==> config.mk <==
export PLATFORM = sky130hd
export DESIGN_NAME = vga_timing_ctrl
export DESIGN_NICKNAME = d
export VERILOG_FILES = /design/src/rtl/vga_timing_ctrl.sv
export SDC_FILE = /design/constraint.sdc
export NUM_CORES = 1
export LEC_CHECK = 0
export CORE_ASPECT_RATIO = 0.9
export CORE_MARGIN = 2
export CORE_UTILIZATION = 44
export CTS_BUF_LIST = sky130_fd_sc_hd__clkbuf_4
export CTS_CLUSTER_SIZE = 24
export DETAILED_ROUTE_END_ITERATION = 8
export HOLD_SLACK_MARGIN = 0.05
export PLACE_DENSITY = 0.71
export SLEW_MARGIN = 20
export SYNTH_ARGS = -nofsm -noshare
export SYNTH_HDL_FRONTEND = slang
export SYNTH_SLANG_ARGS = --single-unit
==> constraint.sdc <==
create_clock -name clk -period 3.1 [get_ports clk]
set_clock_uncertainty 0.15 [all_clocks]
set_input_delay 0.62 -clock clk [delete_from_list [all_inputs] [get_ports clk]]
set_output_delay 0.62 -clock clk [all_outputs]
set_load 0.02 [all_outputs]
==> src/rtl/vga_timing_ctrl.sv <==
// VGA timing sequencer: pixel-clock divider, 10-bit h/v counters, registered sync/enable
// decodes and a run/drain/idle controller that only ever stops on a frame boundary.
module vga_timing_ctrl #(
  parameter int unsigned CLK_DIV     = 2,
  parameter int unsigned H_TOTAL     = 800,
  parameter int unsigned H_SYNC      = 96,
  parameter int unsigned H_ACT_START = 144,
  parameter int unsigned H_ACT_END   = 784,
  parameter int unsigned V_TOTAL     = 525,
  parameter int unsigned V_SYNC      = 2,
  parameter int unsigned V_ACT_START = 35,
  parameter int unsigned V_ACT_END   = 515
) (
  input  logic       clk,
  input  logic       reset,
  input  logic       run,
  output logic [9:0] hor_cnt,
  output logic [9:0] ver_cnt,
  output logic       hsync,
  output logic       vsync,
  output logic       display_en,
  output logic       pix_tick,
  output logic       frame_start,
  output logic       busy
);

  localparam logic [1:0] S_IDLE  = 2'd0;
  localparam logic [1:0] S_RUN   = 2'd1;
  localparam logic [1:0] S_DRAIN = 2'd2;

  localparam logic [3:0]  DIV_LAST = 4'(CLK_DIV - 1);
  localparam logic [9:0]  H_LAST   = 10'(H_TOTAL - 1);
  localparam logic [9:0]  V_LAST   = 10'(V_TOTAL - 1);
  localparam logic [10:0] H_SYNC_W = 11'(H_SYNC);
  localparam logic [10:0] H_ACT_S  = 11'(H_ACT_START);
  localparam logic [10:0] H_ACT_E  = 11'(H_ACT_END);
  localparam logic [10:0] V_SYNC_W = 11'(V_SYNC);
  localparam logic [10:0] V_ACT_S  = 11'(V_ACT_START);
  localparam logic [10:0] V_ACT_E  = 11'(V_ACT_END);

  logic [1:0]  state_q, state_d;
  logic [3:0]  div_q, div_d;
  logic [9:0]  hor_q, hor_d;
  logic [9:0]  ver_q, ver_d;
  logic        hsync_q, hsync_d;
  logic        vsync_q, vsync_d;
  logic        de_q, de_d;
  logic        fs_q, fs_d;
  logic        tick, line_end, frame_end, active_d;
  logic [10:0] hor_x, ver_x;

  always_comb begin
    tick      = (state_q != S_IDLE) && (div_q == DIV_LAST);
    line_end  = tick && (hor_q == H_LAST);
    frame_end = line_end && (ver_q == V_LAST);

    state_d = state_q;
    fs_d    = 1'b0;
    div_d   = div_q;
    hor_d   = hor_q;
    ver_d   = ver_q;

    if (state_q != S_IDLE) begin
      div_d = tick ? '0 : div_q + 4'd1;
      if (tick)     hor_d = line_end  ? '0 : hor_q + 10'd1;
      if (line_end) ver_d = frame_end ? '0 : ver_q + 10'd1;
    end

    // run sampled on the frame-end tick alone decides restart versus stop,
    // so a frame is never started and then immediately abandoned.
    case (state_q)
      S_IDLE: begin
        if (run) begin
          state_d = S_RUN;
          fs_d    = 1'b1;
        end
      end
      S_RUN, S_DRAIN: begin
        if (frame_end) begin
          if (run) begin
            state_d = S_RUN;
            fs_d    = 1'b1;
          end else begin
            state_d = S_IDLE;
          end
        end else begin
          state_d = run ? S_RUN : S_DRAIN;
        end
      end
      default: state_d = S_IDLE;
    endcase

    if (state_d == S_IDLE) begin
      div_d = '0;
      hor_d = '0;
      ver_d = '0;
    end

    // Decode the next counter values so the registered strobes line up with the counters.
    active_d = (state_d != S_IDLE);
    hor_x    = {1'b0, hor_d};
    ver_x    = {1'b0, ver_d};
    hsync_d  = !(active_d && (hor_x < H_SYNC_W));
    vsync_d  = !(active_d && (ver_x < V_SYNC_W));
    de_d     = active_d && (hor_x >= H_ACT_S) && (hor_x < H_ACT_E)
                        && (ver_x >= V_ACT_S) && (ver_x < V_ACT_E);
  end

  always_ff @(posedge clk) begin
    if (!reset) begin
      state_q <= S_IDLE;
      div_q   <= '0;
      hor_q   <= '0;
      ver_q   <= '0;
      hsync_q <= 1'b1;
      vsync_q <= 1'b1;
      de_q    <= 1'b0;
      fs_q    <= 1'b0;
    end else begin
      state_q <= state_d;
      div_q   <= div_d;
      hor_q   <= hor_d;
      ver_q   <= ver_d;
      hsync_q <= hsync_d;
      vsync_q <= vsync_d;
      de_q    <= de_d;
      fs_q    <= fs_d;
    end
  end

  assign hor_cnt     = hor_q;
  assign ver_cnt     = ver_q;
  assign hsync       = hsync_q;
  assign vsync       = vsync_q;
  assign display_en  = de_q;
  assign pix_tick    = tick;
  assign frame_start = fs_q;
  assign busy        = (state_q != S_IDLE);

endmodule

==> impl_metrics.ini <==
[status]
status = finished, final reports clean

[clock_tree]
tritoncts.num_buffers = 5
cts_hold_buf = 0
cts_htree_levels = 2
cts_sinks = 30
clock_latency_ns = 0.33
cts.clk_slew.worst_paths_ns = 0.10
cts_tree = done
cts_max_path_buffers = 2
clockRootBuffer = clkbuf_4

[global_routing]
grt_usage_pct = 20.5
antenna_found_initial = 0
grt_first_pass_wirelength_um = 6720
grt_overflow_total = 0
grt_pass1_vias = 1486
grt_max_degree = 12

[place]
place_area_um2 = 2060
hpwl_um = 2850
routabilityCongestion = 0.832
post-place-cells = 279
io_buffers = 28

[routing]
ant_nets = 0
wl_per_cell_um = 13.3
top_layer = met4
wl_um = 3870
met1Wirelength_um = 1810
route.met3.wl_um = 230
drtIter0Drc = 115
firstDrtPassIters = 4
wl_met2_um = 1770
drc = 0
vias = 1626
routed_via_density = 5.59

[power]
p_leak_nw = 0.773
peakVddDrop_mv = 0.329
power.density_nw_per_um2 = 420

[yosys]
syn_inst = 199
yosysSeqAreaShare_pct = 36.0
synth.distinct_cells = 50
synthSimpleGateAreaFrac_pct = 32.0
synthTopCellsByArea = dfxtp_1 36%, xnor2_1 6.3%, ha_1 5.3%
muxShareOfSynthArea_pct = 0.675
synth_commonest_cells = 30 x dfxtp_1, 19 x nor2_1, 17 x nand2_1
synth.most_common_cell = dfxtp_1
synth_xor_area_share_pct = 8.93
synth_top_cell_by_area = dfxtp_1
synth_top_family_by_area = simple AND/OR/NAND/NOR gates
syn_area_um2 = 1670
async_flop_share_pct = 0
synth_top_flop_cell = dfxtp_1
synth_fa_ha_area_share_pct = 5.25
synth_compound_area_share_pct = 13.4
ys_ff_latch = 30
yosys.area.top_type_share_pct = 36.0
synth-edff-count = 0
avgSynthCellArea_um2 = 8.38
yosys_warnings = 0
syn-num-nets = 209

[floorplan]
pin_count = 29
die_y_um = 62.4
rows = 21
fp.dieW_um = 68.9
core_area_um2 = 3680
start_util_pct = 45.3
dieArea_um2 = 4300

[hold_path]
whs_path_depth = 2
holdPathEnd = hor_cnt[1]$_SDFF_PN0_
hold_class = flip-flop to flip-flop
min-delay-start = hor_cnt[1]$_SDFF_PN0_

[critical_path]
path_max_fanout = 7
crit_buf_inv = 2
critPathMaxStageDelay_ns = 0.57
crit_arrival_ns = 3.10
crit_chain = inv_1 -> ha_2 -> or4b_4 -> or4_4 -> buf_4 -> or2_4 -> o211ai_2 -> o21ai_1 -> or4_1
end_kind = flip-flop
critPathKind = flip-flop to flip-flop
path_delay_family = simple AND/OR/NAND/NOR gates
slowest_stage = or4_4
crit_required_ns = 3.16
r2r_cells = 9
regToRegEndpoint = vsync$_SDFF_PN1_
worstSetupStartpointType = flip-flop
reg2reg_slack_ns = 0.07
r2r_start = state_q[0]$_SDFF_PN0_

[timing]
tightest_slew_ns = 0.442
finalHoldViolCount = 0
relSlewSlack_pct = 70.3
fin_crit_sh_pct = 97.8
max_freq_ghz = 0.330
period_minus_slack_ns = 3.03
drv_slew = 0
setup-violations-final = 0
holdWs_ns = 0.357

[cells_and_area]
fin_area_um2 = 2180
drive_above_1_share_pct = 15.1
syn_to_final_growth_pct = 30.7
antenna_cells = 0
nNetsFinal = 254
final_cell_count_no_fill = 291

[flow_run]
drv_cap = 0
stage by stage:
step / setup slack [ns] / util, % / TNS [ns] / power [mW]
CTS: 0.0201 / 58.2 / 0 / 0.917
finish: 0.0689 / 59.3 / 0 / 0.915
global placement: 0.0939 / 56.1 / 0 / 0.611
detailed placement: 0.0412 / 56.1 / 0 / 0.611
floorplan: 0.0139 / - / 0 / 0.532
global route: -0.0267 / 59.3 / -0.0348 / 0.967
registers in the layout, indices dropped and copies added, names as in the netlist:
register / cells
frame_start: 1
state_q: 2
ver_cnt: 10
hor_cnt: 10
display_en: 1
vsync: 1
div_q: 4
hsync: 1
layout make-up:
class / count / area [µm²]
tap: 46 / 57.6
sequential: 30 / 603
fill: 352 / 1500
timing repair buffer: 43 / 392
inverter: 9 / 33.8
clock inverter: 3 / 40.0
multi-input combinational: 155 / 1020
clock buffer: 5 / 37.5
power breakdown:
| part | leakage, nW | switching (mW) | internal, mW |
|---|---|---|---|
| Sequential | 0.244 | 0.00628 | 0.401 |
| Clock | 0.0450 | 0.140 | 0.167 |
| Combinational | 0.484 | 0.112 | 0.0893 |
| Total | 0.773 | 0.258 | 0.657 |
cell families (layout without fill, tap and decap cells):
| group | after synthesis | after routing |
|---|---|---|
| AND/OR/NAND/NOR | 95 | 95 |
| AO/OA/AOI/OAI | 35 | 35 |
| flip-flops | 30 | 30 |
| XOR/XNOR | 17 | 17 |
| buffers and inverters | 14 | 60 |
| adder cells (fa/ha/maj) | 7 | 7 |
| multiplexers | 1 | 1 |
worst reg2reg max path, stage by stage, from the launching register on:
cell and delay, ns:
dfxtp_2 0.33, inv_1 0.04, ha_2 0.17, or4b_4 0.49, or4_4 0.57, buf_4 0.17
or2_4 0.25, o211ai_2 0.19, o21ai_1 0.09, or4_1 0.45
worst max path at each step:
stage / startpoint / end / slack, ns / depth (start not counted)
after floorplan: state_q[0]$_SDFF_PN0_ / vsync$_SDFF_PN1_ / 0.01 / 9
after global placement: state_q[0]$_SDFF_PN0_ / vsync$_SDFF_PN1_ / 0.09 / 8
after detailed placement: state_q[0]$_SDFF_PN0_ / vsync$_SDFF_PN1_ / 0.04 / 8
after CTS: state_q[0]$_SDFF_PN0_ / vsync$_SDFF_PN1_ / 0.02 / 8
after global routing: state_q[0]$_SDFF_PN0_ / vsync$_SDFF_PN1_ / -0.03 / 9
final: state_q[0]$_SDFF_PN0_ / vsync$_SDFF_PN1_ / 0.07 / 9
cells in the final DEF (no fill, tap or decap), drive strengths merged, types with 4 or more instances in the layout:
cell / netlist / routed
xor2: 5 / 5
dfxtp: 30 / 30
xnor2: 12 / 12
a21oi: 11 / 11
nor2: 20 / 20
nand2: 17 / 17
buf: 3 / 15
nor3: 13 / 13
clkbuf: 2 / 5
or4: 4 / 4
nor2b: 4 / 4
nand3: 7 / 7
clkdlybuf4s50: 0 / 27
ha: 7 / 7
o21ai: 10 / 10
nand4: 7 / 7
inv: 9 / 9
per-layer routing:
| metal | GRT usage [%] | up-vias |
|---|---|---|
| li1 | - | 807 |
| met1 | 28.1 | 761 |
| met2 | 31.0 | 48 |
| met3 | 4.86 | 10 |
| met4 | 7.60 | 0 |
| met5 | 0 | - |
what timing repair did:
item	CTS	global route
setup buffers	0	4
pin swaps	0	4
gates resized for setup	1	3
endpoints found under the setup margin	1	10
No activity file was read; power rests on OpenSTA's default activity.
